## src/rtl/tone_pkg.sv

```systemverilog
// Shared constants for the multi-channel tone generator: register map helpers,
// control bit positions and the noise LFSR definition.
package tone_pkg;

    localparam int CTRL_EN    = 0;
    localparam int CTRL_NOISE = 1;

    localparam int          LFSR_W     = 15;
    localparam logic [14:0] LFSR_SEED  = 15'h0001;
    localparam int          LFSR_TAP_A = 14;
    localparam int          LFSR_TAP_B = 13;

    // The control nibble sits directly above the period nibbles.
    function automatic logic [2:0] sel_ctrl(input int pw);
        return 3'(pw / 4);
    endfunction

    function automatic logic [2:0] popcount4(input logic [3:0] v);
        return 3'(v[0]) + 3'(v[1]) + 3'(v[2]) + 3'(v[3]);
    endfunction

endpackage

```

## src/rtl/tone_channel.sv

```systemverilog
// One tone channel: nibble-written period, control bits, tick counter and output.
// Noise mode (15-bit LFSR) is only built when TONE_NOISE_EN is defined.
module tone_channel
    import tone_pkg::*;
#(
    parameter int PW = 12
) (
    input  logic       i_clk,
    input  logic       i_rst_n,
    input  logic       i_tick,
    input  logic       i_we,
    input  logic [2:0] i_sel,
    input  logic [3:0] i_din,
    output logic       o_sout
);

    localparam int         NNIB     = PW / 4;
    localparam logic [2:0] SEL_CTRL = sel_ctrl(PW);

    logic [PW-1:0] r_period;
    logic [PW-1:0] r_cnt;
    logic          r_en;
    logic          r_sout;
    logic          w_ctrl_we;
    logic          w_dis;

    assign w_ctrl_we = i_we && (i_sel == SEL_CTRL);
    assign w_dis     = w_ctrl_we && !i_din[CTRL_EN];

`ifdef TONE_NOISE_EN
    logic              r_noise;
    logic [LFSR_W-1:0] r_lfsr;
    logic [LFSR_W-1:0] w_lfsr_next;

    assign w_lfsr_next = {r_lfsr[LFSR_W-2:0], r_lfsr[LFSR_TAP_A] ^ r_lfsr[LFSR_TAP_B]};
`endif

    // Counter logic reads only pre-write state; a disabling write wins over an event.
    always_ff @(posedge i_clk or negedge i_rst_n) begin
        if (!i_rst_n) begin
            r_period <= '0;
            r_cnt    <= '0;
            r_en     <= 1'b0;
            r_sout   <= 1'b0;
`ifdef TONE_NOISE_EN
            r_noise  <= 1'b0;
            r_lfsr   <= LFSR_SEED;
`endif
        end else begin
            if (i_we) begin
                for (int k = 0; k < NNIB; k++) begin
                    if (i_sel == 3'(k)) r_period[4*k +: 4] <= i_din;
                end
            end
            if (w_ctrl_we) begin
                r_en    <= i_din[CTRL_EN];
`ifdef TONE_NOISE_EN
                r_noise <= i_din[CTRL_NOISE];
`endif
            end

            if (!r_en || w_dis) begin
                r_cnt  <= '0;
                r_sout <= 1'b0;
`ifdef TONE_NOISE_EN
                r_lfsr <= LFSR_SEED;
`endif
            end else if (r_period == '0) begin
                r_cnt  <= '0;
                r_sout <= 1'b0;
            end else if (i_tick) begin
                if (r_cnt >= r_period) begin
                    r_cnt <= '0;
`ifdef TONE_NOISE_EN
                    if (r_noise) begin
                        r_lfsr <= w_lfsr_next;
                        r_sout <= w_lfsr_next[0];
                    end else begin
                        r_sout <= ~r_sout;
                    end
`else
                    r_sout <= ~r_sout;
`endif
                end else begin
                    r_cnt <= r_cnt + 1'b1;
                end
            end
        end
    end

    assign o_sout = r_sout;

endmodule

```

## src/rtl/tone_gen_multi.sv

```systemverilog
// Multi-channel square-wave tone generator: shared prescaler, write decode,
// NCH tone_channel instances and a registered popcount mix. Option: TONE_NOISE_EN.
module tone_gen_multi
    import tone_pkg::*;
#(
    parameter int NCH      = 3,
    parameter int PW       = 12,
    parameter int PRESCALE = 16
) (
    input  logic           CLK,
    input  logic           RST_C,
    input  logic           WE,
    input  logic [1:0]     CH,
    input  logic [2:0]     SEL,
    input  logic [3:0]     DIN,
    output logic [NCH-1:0] SOUT,
    output logic [2:0]     MIX
);

    localparam int PSW = (PRESCALE > 2) ? $clog2(PRESCALE) : 1;

    logic [PSW-1:0] r_presc;
    logic           w_tick;
    logic [NCH-1:0] w_sout;
    logic [3:0]     w_sout4;
    logic [2:0]     r_mix;

    assign w_tick = (r_presc == PSW'(PRESCALE - 1));

    // Free-running; writes never disturb the tick phase.
    always_ff @(posedge CLK or negedge RST_C) begin
        if (!RST_C) begin
            r_presc <= '0;
        end else if (w_tick) begin
            r_presc <= '0;
        end else begin
            r_presc <= r_presc + 1'b1;
        end
    end

    for (genvar g = 0; g < NCH; g++) begin : g_ch
        logic w_we;
        assign w_we = WE && (CH == 2'(g));

        tone_channel #(
            .PW (PW)
        ) u_ch (
            .i_clk   (CLK),
            .i_rst_n (RST_C),
            .i_tick  (w_tick),
            .i_we    (w_we),
            .i_sel   (SEL),
            .i_din   (DIN),
            .o_sout  (w_sout[g])
        );
    end

    always_comb begin
        w_sout4             = '0;
        w_sout4[NCH-1:0]    = w_sout;
    end

    always_ff @(posedge CLK or negedge RST_C) begin
        if (!RST_C) begin
            r_mix <= '0;
        end else begin
            r_mix <= popcount4(w_sout4);
        end
    end

    assign SOUT = w_sout;
    assign MIX  = r_mix;

endmodule
```

## config.mk

```make
export PLATFORM = sky130hd
export DESIGN_NAME = tone_gen_multi
export DESIGN_NICKNAME = d
export VERILOG_FILES = /design/src/rtl/tone_pkg.sv /design/src/rtl/tone_channel.sv /design/src/rtl/tone_gen_multi.sv
export SDC_FILE = /design/constraint.sdc
export NUM_CORES = 1
export LEC_CHECK = 0
export ABC_AREA = 1
export CAP_MARGIN = 15
export CORE_AREA = 2 2 75 149
export CTS_BUF_LIST = sky130_fd_sc_hd__clkbuf_4 sky130_fd_sc_hd__clkbuf_8 sky130_fd_sc_hd__clkbuf_16
export DETAILED_ROUTE_END_ITERATION = 10
export DIE_AREA = 0 0 77 151
export HOLD_SLACK_MARGIN = 0.02
export PLACE_DENSITY = 0.66
export SLEW_MARGIN = 10
export SYNTH_ARGS = -nofsm -noshare
export SYNTH_HDL_FRONTEND = slang
export SYNTH_SLANG_ARGS = --single-unit
```

## constraint.sdc

```tcl
create_clock -name CLK -period 2.5 [get_ports CLK]
set_clock_uncertainty 0.2 [all_clocks]
set_input_delay 0.5 -clock CLK [delete_from_list [all_inputs] [get_ports CLK]]
set_output_delay 0.5 -clock CLK [all_outputs]
set_load 0.02 [all_outputs]
```

Word level (Yosys, flattened, before mapping) --
Cells that the tools add are included.
Operators by class: equality and inequality tests 6, add/subtract/negate cells 6, reductions and logical operators 39, bitwise operators 3, magnitude comparators 3, mux-type cells 25
Operator list (number):
- 12-bit 2-to-1 mux | 12
- 12-bit by 1-bit adder with 12-bit output (second input constant) | 3
- 12-bit >= comparator | 3
- 12-bit logical NOT | 3
- 2-bit AND reduction | 12
- 3-bit nonzero test | 6
- 1-bit 2-to-1 mux | 12
- 1-bit logical AND | 9
- 3-bit by 2-bit equality test with 1-bit output (second input constant) | 2
- 4-bit by 1-bit adder with 4-bit output (second input constant) | 1
- 4-bit equality test (second input constant) | 1
- 1-bit logical NOT | 4
- 4-bit 2-to-1 mux | 1
- 2-bit by 1-bit adder with 3-bit output | 1
- 3-bit by 1-bit equality test with 1-bit output (second input constant) | 1
- 3-bit logical NOT | 1
- 1-bit logical OR | 3
- 1-bit inverter | 3
- 1-bit by 1-bit adder with 2-bit output | 1
- 2-bit by 1-bit equality test with 1-bit output (second input constant) | 1
- 2-bit equality test (second input constant) | 1
- 2-bit logical NOT | 1
Storage, ports and cells: bits in registers 85, word-level logic and storage cells 102

Depth between registers and ports, before layout --
depth in word-level cells 7, depth in mapped cells 14, depth with buffers taken out 14

Hierarchy --
A second synthesis with hierarchy kept.
Unflattened totals: cells, all modules 742, area total of the unflattened synthesis 5336.4 µm²
By module, submodules not included:
- tone_channel | area each 1662.8 µm², instances 3, cells an instance 236, sequential area each 650.6 µm²
- tone_gen_multi | area each 347.8 µm², instances 1, cells an instance 34, sequential area each 175.2 µm²

Least setup slack after synthesis --
OpenSTA, ideal clock, no wires.
kind register to register, start point register g_ch[2].u_ch.r_cnt[11], end point register g_ch[2].u_ch.r_cnt[10], data arrival time 1478 ps, path buffers 0, cell stages (with the launch flop) 10, slack 750 ps, library setup time 71 ps, cell sequence dfrtp_1 -> ha_1 -> a21o_1 -> nor2_1 -> nand2_1 -> nor2_1 -> nand2_1 -> nand2_2 -> inv_2 -> nor2_1
Between the ends: word-level cells in the longest chain between the ends 5
Ends and longest elaborated chain:
- from (decl) | RTL line tone_channel.sv:21 | logic [PW-1:0] r_cnt;
- from (signal assigned) | RTL line tone_channel.sv:85 | r_cnt <= r_cnt + 1'b1;
- 12-bit >= comparator | RTL line tone_channel.sv:72 | if (r_cnt >= r_period) begin
- 12-bit 2-to-1 mux | RTL line tone_channel.sv:72
- 12-bit 2-to-1 mux | RTL line tone_channel.sv:71 | end else if (i_tick) begin
- 12-bit 2-to-1 mux | RTL line tone_channel.sv:68 | end else if (r_period == '0) begin
- 12-bit 2-to-1 mux | RTL line tone_channel.sv:62 | if (!r_en || w_dis) begin
No other way between the ends. The select of a mux whose other input is x is not followed. A chain may end at the register's enable or synchronous reset.

Worst setup path after layout --
start point register g_ch[0].u_ch.r_sout, end point output SOUT[0]
RTL lines:
- from (decl) | RTL line tone_channel.sv:23 | logic r_sout;
- from (signal assigned) | RTL line tone_channel.sv:82 | r_sout <= ~r_sout;
- to (decl) | RTL line tone_gen_multi.sv:16 | output logic [NCH-1:0] SOUT,
No word-level cell between the ends.

==> out/qor.csv <==
stage;metric;value;unit
status;status;finished, final reports clean;
timing;tns;0;ns
layout;multiInputGateArea;2527;sq um
placement;hpwl;8871;um
critical_path;crit_path_max_fanout;5;
floorplan;start_util;48.83;%
global_routing;grt_pass1_vias;4271;
drt;routed_wl;11300;um
clock_network;cts_resized;0;
layout;finalNetCount;776;
floorplan;rows;53;
yosys;postSynthAreaPerCell;7.393;sq um
placement;place_congestion;0.9672;
floorplan;die_w;77;um
global_routing;antenna_found_initial;0;
drt;drc_errors;0;
min_path;hp-start;g_ch[2].u_ch.r_period[6];
timing;period_share;85.89;%
timing;hold_viol;0;
clock_network;clockBufferDepth;2;
global_routing;grt_first_pass_wirelength;19200;um
yosys;synth_warnings;0;
critical_path;crit_family;buffers and inverters;
power;leakagePower;2.988;nW
yosys;ys_ff_latch;85;
critical_path;critPathMaxStageDelay;0.65;ns
layout;fillers;1017;
power;pwr-share-comb;24.9;%
timing;finalSetupViolCount;0;
min_path;hold_depth;2;
clock_network;cts-buffers-inserted;9;
timing;period_needed;2.147;ns
layout;final_cells;862;
drt;drt_iter0_drc;151;
placement;post-place-ws;0.08920;ns
timing;timing.hold.ws;0.2965;ns
layout;layout.area.seq;2127;sq um
min_path;hold_class;register to register;
layout;fin_util;55.35;%
yosys;synthDistinctLibCells;28;
placement;place_inst;845;
critical_path;timing.rr.start;g_ch[2].u_ch.r_cnt[3];
clock_network;cts.sinks;85;
drt;highest_layer;met4;
yosys;yosysSeqAreaShare;41.57;%
critical_path;cp_cell_sequence;clkdlybuf4s50_1;
timing;drv_slew;0;
clock_network;clock-root-buffer;clkbuf_16;
power;p_int;2.830;mW
drt;wire_per_inst;13.11;um
timing;worst_pin_slew;0.4252;ns
critical_path;critical_path.startpoint_type;register;
power;ir_drop;443.4;uV
timing;fmax;0.4657;GHz
drt;dr_wl_met3;303;um
clock_network;cts_setup_buffers;0;
power;switchingPower;1.383;mW
yosys;mappedNetlistNets;748;
drt;via_per_inst;5.016;
drt;routed-wl-met2;6157;um
drt;via_count;4324;
power;pwr-share-clk;35.2;%
timing;rsz0062_at_grt;no;
power;p_seq_share;39.9;%
critical_path;rrSetupSlack;0.46;ns
critical_path;reg2regPathDepth;12;
clock_network;htree_levels;3;
clock_network;cts_tree;yes;
clock_network;clk_latency;0.35;ns
power;power_density;726.4;nW/um^2
critical_path;crit_type;register to output port;
critical_path;crit_path_end_kind;output port;
job;max-cap-violations;0;
critical_path;cp.required;1.80;ns
critical_path;timing.rr.end;g_ch[2].u_ch.r_cnt[10];
critical_path;crit_buf_inv;1;
timing;setup_ws;0.3529;ns
timing;max_slew_margin;71.44;%
yosys;synth_area;5116;sq um
placement;portBuffers;17;
layout;drive_above_1_share;6.621;%
layout;n_antenna_cell;0;
drt;routedLengthMet1;4366;um
layout;synthToLayoutAreaGrowth;13.35;%
clock_network;cts_hold_buf;1;
floorplan;core_area;10480;sq um
global_routing;grt_max_degree;47;
critical_path;worst_path_max_delay_cell;clkdlybuf4s50_1;
global_routing;gr-total-overflow;0;
power;swShare;32.83;%
critical_path;worstPathArrival;1.45;ns
clock_network;clk_pin_slew;0.06;ns
floorplan;dieArea;11630;sq um
drt;dr.pass1.iters;4;
drt;ant_nets;0;
min_path;min_delay_worst_endpoint;g_ch[2].u_ch.r_period[6];
floorplan;io_pins;18;
global_routing;grt.total_usage;21.15;%
yosys;syn_inst;692;
floorplan;chipHeight;151;um
## state kept, by name, summed over array words and instances (netlist names)
register / flops
g_ch.u_ch.r_cnt: 36
g_ch.u_ch.r_period: 36
r_presc: 4
MIX: 3
g_ch.u_ch.o_sout: 3
g_ch.u_ch.r_en: 3
## metrics by stage
step / power (mW) / cell area (sq um)
floorplan: 2.452 / 5116
global placement: 2.721 / 5461
detailed placement: 2.766 / 5461
CTS: 4.259 / 5799
global route: 4.515 / 5799
finish: 4.213 / 5799
## worst max path at each step
stage                                       from                      to  slack, ns  depth (start not counted)
after floorplan           g_ch[2].u_ch.r_cnt[11]  g_ch[2].u_ch.r_cnt[10]       0.75                          9
after global placement                    SEL[1]     g_ch[1].u_ch.o_sout       0.14                          8
after detailed placement                  SEL[1]     g_ch[1].u_ch.o_sout       0.09                          8
after CTS                    g_ch[0].u_ch.o_sout                 SOUT[0]       0.33                          1
after global routing       g_ch[2].u_ch.r_cnt[3]  g_ch[2].u_ch.r_cnt[10]       0.24                         12
final                        g_ch[0].u_ch.o_sout                 SOUT[0]       0.35                          1
## area by class of cell
class / instances / area share, %
repair buffers: 26 / 4.531
well taps: 137 / 2.956
clock inverters: 6 / 1.640
clock buffers: 10 / 4.013
inverters: 102 / 6.602
flip-flops and latches: 85 / 36.68
multi-input cells: 496 / 43.58
## synth_stat cells
cell / count / area share [%]
a21o_1: 1 / 0.15
a21oi_1: 22 / 2.2
buf_4: 6 / 0.88
buf_6: 3 / 0.66
dfrtp_1: 85 / 42
fa_1: 1 / 0.39
ha_1: 43 / 11
inv_1: 97 / 7.1
inv_2: 5 / 0.37
nand2_1: 206 / 15
nand2_2: 7 / 0.86
nand2_4: 1 / 0.22
nand3_1: 43 / 4.2
nand3_2: 2 / 0.39
nand3b_1: 1 / 0.15
nand4_1: 4 / 0.49
nand4_2: 2 / 0.49
nor2_1: 95 / 7.0
nor2_2: 5 / 0.61
nor3_1: 7 / 0.68
nor3b_1: 2 / 0.29
nor4_1: 2 / 0.24
o21a_1: 2 / 0.29
o21ai_0: 42 / 4.1
o21ai_1: 3 / 0.29
o21bai_1: 1 / 0.15
or2_2: 1 / 0.12
xor2_1: 3 / 0.51
## kinds of logic (layout without fill, tap and decap cells)
logic type / after synthesis / after routing / synth area share [%]
AO/OA/AOI/OAI: 71 / 71 / 7.141
flip-flops: 85 / 85 / 41.57
AND/OR/NAND/NOR: 378 / 378 / 30.84
XOR/XNOR: 3 / 3 / 0.5137
buffers and inverters: 111 / 144 / 9.024
adder cells (fa/ha/maj): 44 / 44 / 10.91
## power by group through the flow
stage | clock [mW] | sequential (mW) | combinational [mW]
after floorplan | 0 | 1.68 | 0.768
after global placement | 0 | 1.70 | 1.02
after detailed placement | 0 | 1.71 | 1.06
after CTS | 1.51 | 1.68 | 1.07
after global routing | 1.58 | 1.71 | 1.23
final | 1.48 | 1.68 | 1.05
## cell usage in the layout (no fill, tap or decap), types with 2 or more instances in the layout
| cell | n |
|---|---|
| nand3_1 | 43 |
| ha_1 | 43 |
| buf_12 | 2 |
| nand2_1 | 206 |
| inv_1 | 97 |
| nor4_1 | 2 |
| nor2_2 | 5 |
| clkinv_4 | 2 |
| nand4_1 | 4 |
| clkdlybuf4s50_1 | 16 |
| nor2_1 | 95 |
| nand4_2 | 2 |
| nand3_2 | 2 |
| clkbuf_16 | 9 |
| o21ai_0 | 42 |
| nand2_2 | 7 |
| buf_4 | 7 |
| xor2_1 | 3 |
| bufinv_16 | 2 |
| inv_2 | 5 |
| o21ai_1 | 3 |
| nor3b_1 | 2 |
| dfrtp_1 | 85 |
| o21a_1 | 2 |
| nor3_1 | 7 |
| inv_6 | 2 |
| a21oi_1 | 22 |
## layer usage
layer / GRT usage, % / vias to the layer above
li1: - / 2232
met1: 21.88 / 1990
met2: 39.78 / 70
met3: 3.397 / 32
met4: 12.32 / 0
met5: 0 / -
(Power assumes the default switching activity.)
